**config.mk**
```make
export PLATFORM = sky130hd
export DESIGN_NAME = fmul_stg2_mant_flat
export DESIGN_NICKNAME = d
export VERILOG_FILES = /design/src/rtl/fpu_pkg.sv /design/src/rtl/fmul_stg2_mant_if.sv /design/src/rtl/fmul_partial_mac.sv /design/src/rtl/fmul_stg2_mant.sv /design/src/flat_wrapper.sv
export SDC_FILE = /design/constraint.sdc
export NUM_CORES = 1
export LEC_CHECK = 0
export CAP_MARGIN = 20
export CORE_AREA = 4 4 159 161
export DETAILED_ROUTE_END_ITERATION = 7
export DIE_AREA = 0 0 163 165
export PLACE_DENSITY = 0.75
export SLEW_MARGIN = 20
export SYNTH_ARGS = -nofsm -noshare
export SYNTH_HDL_FRONTEND = slang
export SYNTH_SLANG_ARGS = --single-unit
```
**constraint.sdc**
```tcl
create_clock -name clk -period 10.1 [get_ports clk]
set_input_delay 2.02 -clock clk [delete_from_list [all_inputs] [get_ports clk]]
set_output_delay 2.02 -clock clk [all_outputs]
set_load 0.01 [all_outputs]
```
**src/rtl/fpu_pkg.sv**
```systemverilog
// Shared FP32 datapath definitions for the multiply pipeline.
//   Widths and bias constants for the binary32 format and product datapath.
//   fmul_stg2_state_t : control states of the stage-2 mantissa multiplier.
//   mant_of / eff_exp  : operand unpacking helpers (hidden bit, denormal exponent).
package fpu_pkg;

  localparam int unsigned EXP_W    = 8;
  localparam int unsigned FRAC_W   = 23;
  localparam int unsigned MANT_W   = 24;
  localparam int unsigned PROD_W   = 48;
  localparam int unsigned EXP_BIAS = 127;
  localparam int unsigned EXPSUM_W = 10;

  typedef enum logic [1:0] {
    StIdle,
    StMul,
    StDone
  } fmul_stg2_state_t;

  // Significand with the hidden bit restored; denormals (exp == 0) have it clear.
  function automatic logic [MANT_W-1:0] mant_of(logic [EXP_W-1:0] e, logic [FRAC_W-1:0] f);
    return {(e != '0), f};
  endfunction

  // Denormals use the same scale as exponent 1.
  function automatic logic [EXP_W-1:0] eff_exp(logic [EXP_W-1:0] e);
    return (e == '0) ? EXP_W'(1) : e;
  endfunction

endpackage

```
**src/rtl/fmul_stg2_mant_if.sv**
```systemverilog
// Stage-2 to stage-3 bundle interface of the FP32 multiplier.
//   Upstream side : in_valid/in_ready handshake plus operand and special-case fields (*_2).
//   Downstream side: out_valid/out_ready handshake plus product, exponent sum and copies (*_3).
//   slave  : view of the stage-2 mantissa block.
//   master : view of the surrounding pipeline (stage 1 driver and stage 3 consumer).
interface fmul_stg2_mant_if;
  import fpu_pkg::*;

  logic                in_valid;
  logic                in_ready;
  logic [EXP_W-1:0]    A_exp_2;
  logic [EXP_W-1:0]    B_exp_2;
  logic [FRAC_W-1:0]   A_frac_2;
  logic [FRAC_W-1:0]   B_frac_2;
  logic                sign_2;
  logic                primal_2;
  logic                error_2;
  logic [EXP_W-1:0]    primal_exp_2;
  logic [FRAC_W-1:0]   primal_frac_2;

  logic                out_valid;
  logic                out_ready;
  logic [PROD_W-1:0]   prod_3;
  logic [EXPSUM_W-1:0] exp_sum_3;
  logic                sign_3;
  logic                primal_3;
  logic                error_3;
  logic [EXP_W-1:0]    primal_exp_3;
  logic [FRAC_W-1:0]   primal_frac_3;

  modport slave (
    input  in_valid, A_exp_2, B_exp_2, A_frac_2, B_frac_2, sign_2, primal_2, error_2,
           primal_exp_2, primal_frac_2, out_ready,
    output in_ready, out_valid, prod_3, exp_sum_3, sign_3, primal_3, error_3,
           primal_exp_3, primal_frac_3
  );

  modport master (
    output in_valid, A_exp_2, B_exp_2, A_frac_2, B_frac_2, sign_2, primal_2, error_2,
           primal_exp_2, primal_frac_2, out_ready,
    input  in_ready, out_valid, prod_3, exp_sum_3, sign_3, primal_3, error_3,
           primal_exp_3, primal_frac_3
  );

endinterface

```
**src/rtl/fmul_partial_mac.sv**
```systemverilog
// Combinational shift-add step of the iterative mantissa multiplier.
//   acc   : running 48-bit product accumulator
//   ma    : full 24-bit multiplicand
//   chunk : BITS_PER_CYCLE-bit slice of the multiplier for this iteration
//   idx   : iteration number; the partial product is weighted by 2^(BITS_PER_CYCLE*idx)
//   sum   : acc + (ma * chunk) << (BITS_PER_CYCLE*idx)
module fmul_partial_mac
  import fpu_pkg::*;
#(
  parameter int unsigned BITS_PER_CYCLE = 2,
  parameter int unsigned CNT_W          = 4
) (
  input  logic [PROD_W-1:0]         acc,
  input  logic [MANT_W-1:0]         ma,
  input  logic [BITS_PER_CYCLE-1:0] chunk,
  input  logic [CNT_W-1:0]          idx,
  output logic [PROD_W-1:0]         sum
);

  logic [PROD_W-1:0] partial;
  logic [31:0]       shamt;

  always_comb begin
    partial = PROD_W'(ma) * PROD_W'(chunk);
    shamt   = 32'(BITS_PER_CYCLE) * 32'(idx);
    // Exact: the full 24x24 product fits in 48 bits, so no carry is ever lost.
    sum     = acc + (partial << shamt);
  end

endmodule

```
**src/rtl/fmul_stg2_mant.sv**
```systemverilog
// Stage 2 of the FP32 multiply pipeline: mantissa product and exponent sum.
//   clk   : rising-edge clock
//   RESET : synchronous active-high reset; discards any in-flight operation
//   bus   : stage-2 input bundle and stage-3 output bundle (slave view)
// One bundle is in flight at a time. Normal operands take ITER shift-add cycles,
// retiring BITS_PER_CYCLE multiplier bits per cycle; primal/error bundles skip
// the multiplier and present a zero product the cycle after acceptance.
// BITS_PER_CYCLE must divide 24.
module fmul_stg2_mant
  import fpu_pkg::*;
#(
  parameter int unsigned BITS_PER_CYCLE = 2
) (
  input  logic              clk,
  input  logic              RESET,
  fmul_stg2_mant_if.slave   bus
);

  localparam int unsigned ITER  = MANT_W / BITS_PER_CYCLE;
  localparam int unsigned CNT_W = (ITER > 1) ? $clog2(ITER) : 1;

  fmul_stg2_state_t state_q, state_d;

  logic [PROD_W-1:0]   acc_q, acc_d;
  logic [CNT_W-1:0]    cnt_q, cnt_d;
  logic [MANT_W-1:0]   ma_q, ma_d;
  logic [MANT_W-1:0]   mb_q, mb_d;
  logic [EXPSUM_W-1:0] exp_sum_q, exp_sum_d;
  logic                sign_q, sign_d;
  logic                primal_q, primal_d;
  logic                error_q, error_d;
  logic [EXP_W-1:0]    pexp_q, pexp_d;
  logic [FRAC_W-1:0]   pfrac_q, pfrac_d;

  logic                in_ready;
  logic [PROD_W-1:0]   mac_sum;

  // The multiplier is shifted right each MUL cycle, so its low bits are always
  // the slice belonging to iteration cnt_q.
  fmul_partial_mac #(
    .BITS_PER_CYCLE (BITS_PER_CYCLE),
    .CNT_W          (CNT_W)
  ) u_mac (
    .acc   (acc_q),
    .ma    (ma_q),
    .chunk (mb_q[BITS_PER_CYCLE-1:0]),
    .idx   (cnt_q),
    .sum   (mac_sum)
  );

  assign in_ready = (state_q == StIdle) && !RESET;

  always_comb begin
    state_d   = state_q;
    acc_d     = acc_q;
    cnt_d     = cnt_q;
    ma_d      = ma_q;
    mb_d      = mb_q;
    exp_sum_d = exp_sum_q;
    sign_d    = sign_q;
    primal_d  = primal_q;
    error_d   = error_q;
    pexp_d    = pexp_q;
    pfrac_d   = pfrac_q;

    unique case (state_q)
      StIdle: begin
        if (bus.in_valid && in_ready) begin
          ma_d      = mant_of(bus.A_exp_2, bus.A_frac_2);
          mb_d      = mant_of(bus.B_exp_2, bus.B_frac_2);
          // Range -125..383 fits a 10-bit two's-complement value.
          exp_sum_d = EXPSUM_W'(eff_exp(bus.A_exp_2)) + EXPSUM_W'(eff_exp(bus.B_exp_2))
                      - EXPSUM_W'(EXP_BIAS);
          sign_d    = bus.sign_2;
          primal_d  = bus.primal_2;
          error_d   = bus.error_2;
          pexp_d    = bus.primal_exp_2;
          pfrac_d   = bus.primal_frac_2;
          acc_d     = '0;
          cnt_d     = '0;
          state_d   = (bus.primal_2 || bus.error_2) ? StDone : StMul;
        end
      end

      StMul: begin
        acc_d = mac_sum;
        mb_d  = mb_q >> BITS_PER_CYCLE;
        if (cnt_q == CNT_W'(ITER - 1)) begin
          cnt_d   = '0;
          state_d = StDone;
        end else begin
          cnt_d = cnt_q + CNT_W'(1);
        end
      end

      StDone: begin
        if (bus.out_ready) begin
          state_d = StIdle;
        end
      end

      default: state_d = StIdle;
    endcase
  end

  always_ff @(posedge clk) begin
    if (RESET) begin
      state_q   <= StIdle;
      acc_q     <= '0;
      cnt_q     <= '0;
      ma_q      <= '0;
      mb_q      <= '0;
      exp_sum_q <= '0;
      sign_q    <= 1'b0;
      primal_q  <= 1'b0;
      error_q   <= 1'b0;
      pexp_q    <= '0;
      pfrac_q   <= '0;
    end else begin
      state_q   <= state_d;
      acc_q     <= acc_d;
      cnt_q     <= cnt_d;
      ma_q      <= ma_d;
      mb_q      <= mb_d;
      exp_sum_q <= exp_sum_d;
      sign_q    <= sign_d;
      primal_q  <= primal_d;
      error_q   <= error_d;
      pexp_q    <= pexp_d;
      pfrac_q   <= pfrac_d;
    end
  end

  // All outputs come straight from registers; only in_ready also sees RESET.
  assign bus.in_ready      = in_ready;
  assign bus.out_valid     = (state_q == StDone);
  assign bus.prod_3        = acc_q;
  assign bus.exp_sum_3     = exp_sum_q;
  assign bus.sign_3        = sign_q;
  assign bus.primal_3      = primal_q;
  assign bus.error_3       = error_q;
  assign bus.primal_exp_3  = pexp_q;
  assign bus.primal_frac_3 = pfrac_q;

endmodule

```
**src/flat_wrapper.sv**
```systemverilog
// flat-port wrapper written by rule: the top's interface ports become plain ports
module fmul_stg2_mant_flat import fpu_pkg::*;
#(
  parameter int unsigned BITS_PER_CYCLE = 2
)
  (clk, RESET, bus_in_valid, bus_A_exp_2, bus_B_exp_2, bus_A_frac_2, bus_B_frac_2, bus_sign_2, bus_primal_2, bus_error_2, bus_primal_exp_2, bus_primal_frac_2, bus_out_ready, bus_in_ready, bus_out_valid, bus_prod_3, bus_exp_sum_3, bus_sign_3, bus_primal_3, bus_error_3, bus_primal_exp_3, bus_primal_frac_3);
  fmul_stg2_mant_if bus_i ();
  input  logic clk;
  input  logic RESET;
  input wire logic [$bits(bus_i.in_valid)-1:0] bus_in_valid;
  input wire logic [$bits(bus_i.A_exp_2)-1:0] bus_A_exp_2;
  input wire logic [$bits(bus_i.B_exp_2)-1:0] bus_B_exp_2;
  input wire logic [$bits(bus_i.A_frac_2)-1:0] bus_A_frac_2;
  input wire logic [$bits(bus_i.B_frac_2)-1:0] bus_B_frac_2;
  input wire logic [$bits(bus_i.sign_2)-1:0] bus_sign_2;
  input wire logic [$bits(bus_i.primal_2)-1:0] bus_primal_2;
  input wire logic [$bits(bus_i.error_2)-1:0] bus_error_2;
  input wire logic [$bits(bus_i.primal_exp_2)-1:0] bus_primal_exp_2;
  input wire logic [$bits(bus_i.primal_frac_2)-1:0] bus_primal_frac_2;
  input wire logic [$bits(bus_i.out_ready)-1:0] bus_out_ready;
  output wire logic [$bits(bus_i.in_ready)-1:0] bus_in_ready;
  output wire logic [$bits(bus_i.out_valid)-1:0] bus_out_valid;
  output wire logic [$bits(bus_i.prod_3)-1:0] bus_prod_3;
  output wire logic [$bits(bus_i.exp_sum_3)-1:0] bus_exp_sum_3;
  output wire logic [$bits(bus_i.sign_3)-1:0] bus_sign_3;
  output wire logic [$bits(bus_i.primal_3)-1:0] bus_primal_3;
  output wire logic [$bits(bus_i.error_3)-1:0] bus_error_3;
  output wire logic [$bits(bus_i.primal_exp_3)-1:0] bus_primal_exp_3;
  output wire logic [$bits(bus_i.primal_frac_3)-1:0] bus_primal_frac_3;
  assign bus_i.in_valid = bus_in_valid;
  assign bus_i.A_exp_2 = bus_A_exp_2;
  assign bus_i.B_exp_2 = bus_B_exp_2;
  assign bus_i.A_frac_2 = bus_A_frac_2;
  assign bus_i.B_frac_2 = bus_B_frac_2;
  assign bus_i.sign_2 = bus_sign_2;
  assign bus_i.primal_2 = bus_primal_2;
  assign bus_i.error_2 = bus_error_2;
  assign bus_i.primal_exp_2 = bus_primal_exp_2;
  assign bus_i.primal_frac_2 = bus_primal_frac_2;
  assign bus_i.out_ready = bus_out_ready;
  assign bus_in_ready = bus_i.in_ready;
  assign bus_out_valid = bus_i.out_valid;
  assign bus_prod_3 = bus_i.prod_3;
  assign bus_exp_sum_3 = bus_i.exp_sum_3;
  assign bus_sign_3 = bus_i.sign_3;
  assign bus_primal_3 = bus_i.primal_3;
  assign bus_error_3 = bus_i.error_3;
  assign bus_primal_exp_3 = bus_i.primal_exp_3;
  assign bus_primal_frac_3 = bus_i.primal_frac_3;
  fmul_stg2_mant #(.BITS_PER_CYCLE(BITS_PER_CYCLE)) u_core (.clk(clk), .RESET(RESET), .bus(bus_i));
endmodule
```
Word level (Yosys, flattened, before mapping)
Cells that the tools add are included.
Storage, ports and cells
  input bits: 100
  word-level logic and storage cells: 50
  register bits: 146
Operators by class
  eq/ne operators: 6
  shift operators: 1
  multipliers: 1
  mux-type cells: 14
  add/sub/neg operators: 4
  reduce and logical (&&, ||, !) cells: 13
Operators with widths (count)
  $pmux W48 S2: 1
  $add A48 B48 Y48: 1
  $mux W48: 1
  $pmux W24 S2: 1
  $shl A26 B5 Y48: 1
  $mul A24 B2 Y26: 1
  $mux W24: 1
  $logic_not A8 Y1: 2
  $mux W8: 2
  $reduce_bool A8 Y1: 2
  $sub A10 B7 Y10 const B: 1
  $add A8 B8 Y9: 1
  $mux W2: 4
  $mux W4: 2
  $pmux W4 S2: 1
  $pmux W2 S3: 1
  $add A4 B1 Y4 const B: 1
  $eq A4 B4 Y1 const B: 1
  $ne A2 B2 Y1 const B: 2
  $reduce_and A2 Y1: 2
  $reduce_and A3 Y1: 1
  $eq A2 B1 Y1 const B: 1
  $eq A2 B2 Y1 const B: 1
  $logic_and A1 B1 Y1: 2
  other kinds (5): 5

Depth between registers and ports, before layout
  depth in word-level cells: 5
  mapped depth: 28
  gate-level depth less buffers: 25

Hierarchy
Synthesis repeated with hierarchy kept, for this count alone.
Second synthesis, totals
  cells, all modules: 1612
  area total of the unflattened synthesis: 11788.8 um^2
By module, submodules not included
  fmul_partial_mac: seq. area each 0.0 um^2, times used 1, cells each 892, area each 5995.8 um^2
  fmul_stg2_mant: seq. area each 2922.8 um^2, times used 1, cells each 720, area each 5793.1 um^2

Worst setup path after synthesis
Ideal clock, no wire load.
  kind: register to register
  start point: reg u_core.mb_q[0]
  end point: reg u_core.acc_q[42] (netlist: u_core.bus.prod_3[42])
  setup time: 117 ps
  period minus slack after synthesis: 5825 ps
  setup slack: 4275 ps
  stages on the path, launching flop included: 27
  arrival time: 5708 ps
  cell sequence: dfxtp_1 > clkbuf_1 > clkbuf_1 > and2_1 > ha_1 > inv_1 > fa_1 > nand2b_1 > a211o_1 > a211oi_1 > a311o_1 > a21oi_1 > xnor2_1 > a211oi_1 > a21oi_1 > mux2_2 > o2bb2ai_1 > ha_1 > nand3_1 > a2111o_1 > o21ai_0 > o21a_1 > a31oi_1 > nor4_1 > a21boi_0 > xnor2_1 > a22o_1
Between the ends
  cells in the longest elaborated chain, start to end: 4
RTL lines
  start, declared: RTL line fmul_stg2_mant.sv:27  | logic [MANT_W-1:0] mb_q, mb_d;
  start signal, assigned: RTL line fmul_stg2_mant.sv:124  | mb_q <= mb_d;
  $mul A24 B2 Y26: RTL line fmul_partial_mac.sv:24  | partial = PROD_W'(ma) * PROD_W'(chunk);
  $shl A26 B5 Y48: RTL line fmul_partial_mac.sv:27  | sum = acc + (partial << shamt);
  $add A48 B48 Y48: RTL line fmul_partial_mac.sv:27
  $pmux W48 S2: RTL line fmul_stg2_mant.sv:66  | unique case (state_q)
  end signal, assigned: RTL line fmul_stg2_mant.sv:109  | acc_q <= '0;
  end signal, assigned: RTL line fmul_stg2_mant.sv:121  | acc_q <= acc_d;
  end, declared: RTL line fmul_stg2_mant.sv:24  | logic [PROD_W-1:0] acc_q, acc_d;
Every way passes these cells.
A chain may end at the register's enable or synchronous reset.

Worst setup path after layout
Same ends and word-level chain as after synthesis.

==> flow_summary_export.csv <==
group,metric,value,unit
critical_path,crit_required,10.43,ns
cts,cts_buffers,17,
global_route,grt_pass1_vias,11100,
power_and_ir_drop,sequentialPowerShare,41.3,%
yosys,synth_nets,1728,
power_and_ir_drop,power.internal,1.08,mW
floorplan,rows,57,
sta,rsz0062_at_grt,"false",
floorplan,die_area,26900,um2
cts,cts_resized,0,
yosys,async_flop_share,0,%
drt,drt_wl_total,34500,um
cells_and_area,syn_to_final_growth,23.0,%
critical_path,crit_chain,"and2_1 > ha_1 > inv_1 > fa_1 > nand2b_1 > a211o_1 > a21oi_1 > o21ai_0 > xnor2_1 > and2_1 > a211oi_1 > a21oi_1 > mux2_2 > o2bb2ai_1 > ha_1 > nand3_1 > a2111o_1 > o21ai_0 > o21a_1 > a31oi_1 > nor4_1 > a21boi_0 > xnor2_1 > a22o_1",
cells_and_area,nets,1843,
yosys,netlist_area,11500,um2
floorplan,pin_count,194,
floorplan,chipWidth,163,um
yosys,seq_area_frac_synth,25.4,%
status,status,"finished, final reports clean",
drt,vias_per_cell,5.79,
cts,cts_max_level,4,
drt,wl_per_cell,17.3,um
sta,hold_viol_final,0,
drt,vias,11500,
cells_and_area,diodes,0,
cells_and_area,fin_util,59.0,%
sta,finalClockSkew,0.0172,ns
yosys,synth_cells,1536,
cts,ctsHoldBuffers,0,
yosys,netlist.area_leader.share,25.4,%
critical_path,critPathKind,"reg -> reg",
global_route,grt_overflow,0,
floorplan,floorplan.initialDensity,48.0,%
yosys,yosysMostFrequentCell,"nand2_1",
critical_path,crit_slowest_cell,"dfxtp_1",
yosys,yosys.area.top_type,"dfxtp_1",
power_and_ir_drop,combPwrFrac,15.7,%
sta,period_needed,7.05,ns
drt,drt-pass1-iter-count,5,
cts,root_buffer,"clkbuf_16",
cts,cts_setup_buffers,0,
floorplan,core_area,24000,um2
global_route,grt_max_degree,91,
sta,drv_slew,0,
yosys,synth_edf_count,0,
cts,clk_pin_slew,0.07,ns
placed_design,gp_congestion,0.934,
power_and_ir_drop,switchingPower,444,uW
sta,worst_slew_pin_slew,1.05,ns
cts,clk_latency,0.43,ns
power_and_ir_drop,ir_worst_vdd,0.101,mV
yosys,synth.distinct_cells,71,
critical_path,max_stage_delay,0.81,ns
cts,clkSinkCount,146,
critical_path,start_kind,"register",
global_route,track_usage,25.3,%
cts,clockBufferDepth,2,
sta,setup_viol,0,
drt,drc,0,
cells_and_area,post_route_cells_drive_above_1_share,4.69,%
global_route,gr-usage-met2,42.7,%
critical_path,r2r_slack,3.05,ns
drt,antenna_left,0,
yosys,synth_seq_cells,146,
power_and_ir_drop,p_leak,6.07,nW
placed_design,io_buffer_count,193,
run,cap_violations,0,
yosys,synthFlopType,"dfxtp_1",
floorplan,die_y,165,um
drt,drtIter0Drc,848,
placed_design,dp_hpwl,25600,um
global_route,met1_usage,31.8,%
yosys,avgSynthCellArea,7.48,um2
global_route,grt_antenna_before_repair,0,
hold_path,hp-class,"reg -> reg",
power_and_ir_drop,p_per_area,108,nW/um2
global_route,grt_pass1_wl,56100,um
power_and_ir_drop,clkPwrFrac,43.1,%
critical_path,cp-end-kind,"register",
global_route,busiest_layer,"met2",
global_route,grt_util_met3,7.14,%
power_and_ir_drop,switching_share,29.2,%
critical_path,worstPathMaxFanout,27,
sta,period_share,69.9,%
yosys,synth_commonest_cells,"nand2_1 (257), dfxtp_1 (146), a21oi_1 (143)",
yosys,synth_area_leaders,"dfxtp_1 (25%), ha_1 (9.7%), nand2_1 (8.4%), a21oi_1 (6.2%), nand3b_1 (4.3%)",
sta,fmaxAchievable,142,MHz
cts,tritoncts,"yes",
yosys,yosys_warnings,0,
sta,fin_tns_setup,0,ns
critical_path,cp.arrival,7.38,ns
sta,max-slew-margin-rel,29.9,%
==> layout make-up <==
| cell class | count | area (um2) |
|---|---|---|
| timing repair buffer | 203 | 2020 |
| tap | 324 | 405 |
| sequential | 146 | 2920 |
| fill | 2303 | 9830 |
| inverter | 35 | 131 |
| clock buffer | 17 | 425 |
| clock inverter | 15 | 165 |
| multi-input combinational | 1248 | 8060 |
==> worst max-delay path: cells and delay by family (launching register included) <==
kind,cells,cell delay [ns]
compound gates,12,3.20
xor+xnor,2,0.39
fa+ha+maj,3,0.89
buf+inv,1,0.05
flops,1,0.81
mux,1,0.31
simple gates,5,1.30
==> metal layers <==
layer	routed length [um]	vias up
li1	-	5738
met1	15000	5389
met2	16100	340
met3	2620	49
met4	672	0
met5	0	-
==> registers in the layout (all words and copies together), names as in the netlist <==
signal,flops
u_core.bus.error_3,1
u_core.bus.exp_sum_3,10
u_core.bus.primal_3,1
u_core.bus.primal_exp_3,8
u_core.bus.primal_frac_3,23
u_core.bus.prod_3,48
u_core.bus.sign_3,1
u_core.cnt_q,4
u_core.ma_q,24
u_core.mb_q,24
u_core.state_q,2
==> power groups by stage <==
| stage | Sequential [mW] | Clock, mW | Combinational [mW] |
|---|---|---|---|
| 2_1_floorplan | 0.642 | 0 | 0.125 |
| 3_3_place_gp | 0.640 | 0 | 0.234 |
| 6_report | 0.628 | 0.655 | 0.239 |
| 4_1_cts | 0.628 | 0.672 | 0.240 |
| 3_5_place_dp | 0.641 | 0 | 0.238 |
| 5_1_grt | 0.632 | 0.694 | 0.263 |
==> cells in the final DEF, fill, tap and decap left out, types with 9 or more instances in the layout <==
master,instances
o21bai_1,15
or3_1,9
a211oi_1,12
mux2_2,14
a22o_1,18
dfxtp_1,146
inv_1,33
o21ai_0,62
ha_1,89
a31oi_1,19
o22ai_1,9
a22oi_1,28
xnor2_1,36
o21a_1,18
nor3_1,21
xor2_1,30
clkdlybuf4s50_1,192
clkbuf_16,17
buf_4,10
nand3b_1,66
nand2_1,256
nand4_1,10
a21oi_1,143
nor2_1,93
and2_1,57
a21o_1,34
mux2i_1,20
nand3_1,55
==> cells by family (layout without fill, tap and decap cells) <==
group,Yosys count,after routing,share of synthesized area (%)
simple gates,613,613,25.8
buf+inv,142,270,4.65
flops,146,146,25.4
xor+xnor,66,66,5.03
fa+ha+maj,92,92,10.2
compound gates,441,441,25.5
mux,36,36,3.44
==> path summary, 6_finish.rpt <==
path,startpoint,end,depth (start not counted)
worst max-delay path,u_core.mb_q[0]$_SDFFE_PP0P_,u_core.bus.prod_3[42]$_SDFFE_PP0P_,24
worst min-delay path,u_core.mb_q[2]$_SDFFE_PP0P_,u_core.mb_q[2]$_SDFFE_PP0P_,2
worst max register to register,u_core.mb_q[0]$_SDFFE_PP0P_,u_core.bus.prod_3[42]$_SDFFE_PP0P_,24
worst min register to register,u_core.mb_q[2]$_SDFFE_PP0P_,u_core.mb_q[2]$_SDFFE_PP0P_,2
==> through the flow <==
| step | setup slack [ns] | total power, mW | std cells | hold slack [ns] | area, um2 |
|---|---|---|---|---|---|
| after floorplan | 4.28 | 0.767 | 1536 | 0.436 | 11500 |
| after global placement | 3.32 | 0.874 | 1955 | 0.442 | 13500 |
| after detailed placement | 3.15 | 0.879 | 1956 | 0.446 | 13500 |
| after CTS | 3.10 | 1.54 | 1988 | 0.456 | 14100 |
| after global routing | 2.50 | 1.59 | 1988 | 0.477 | 14100 |
| final | 3.05 | 1.52 | 1988 | 0.456 | 14100 |
No activity file was read; power rests on OpenSTA's default activity.
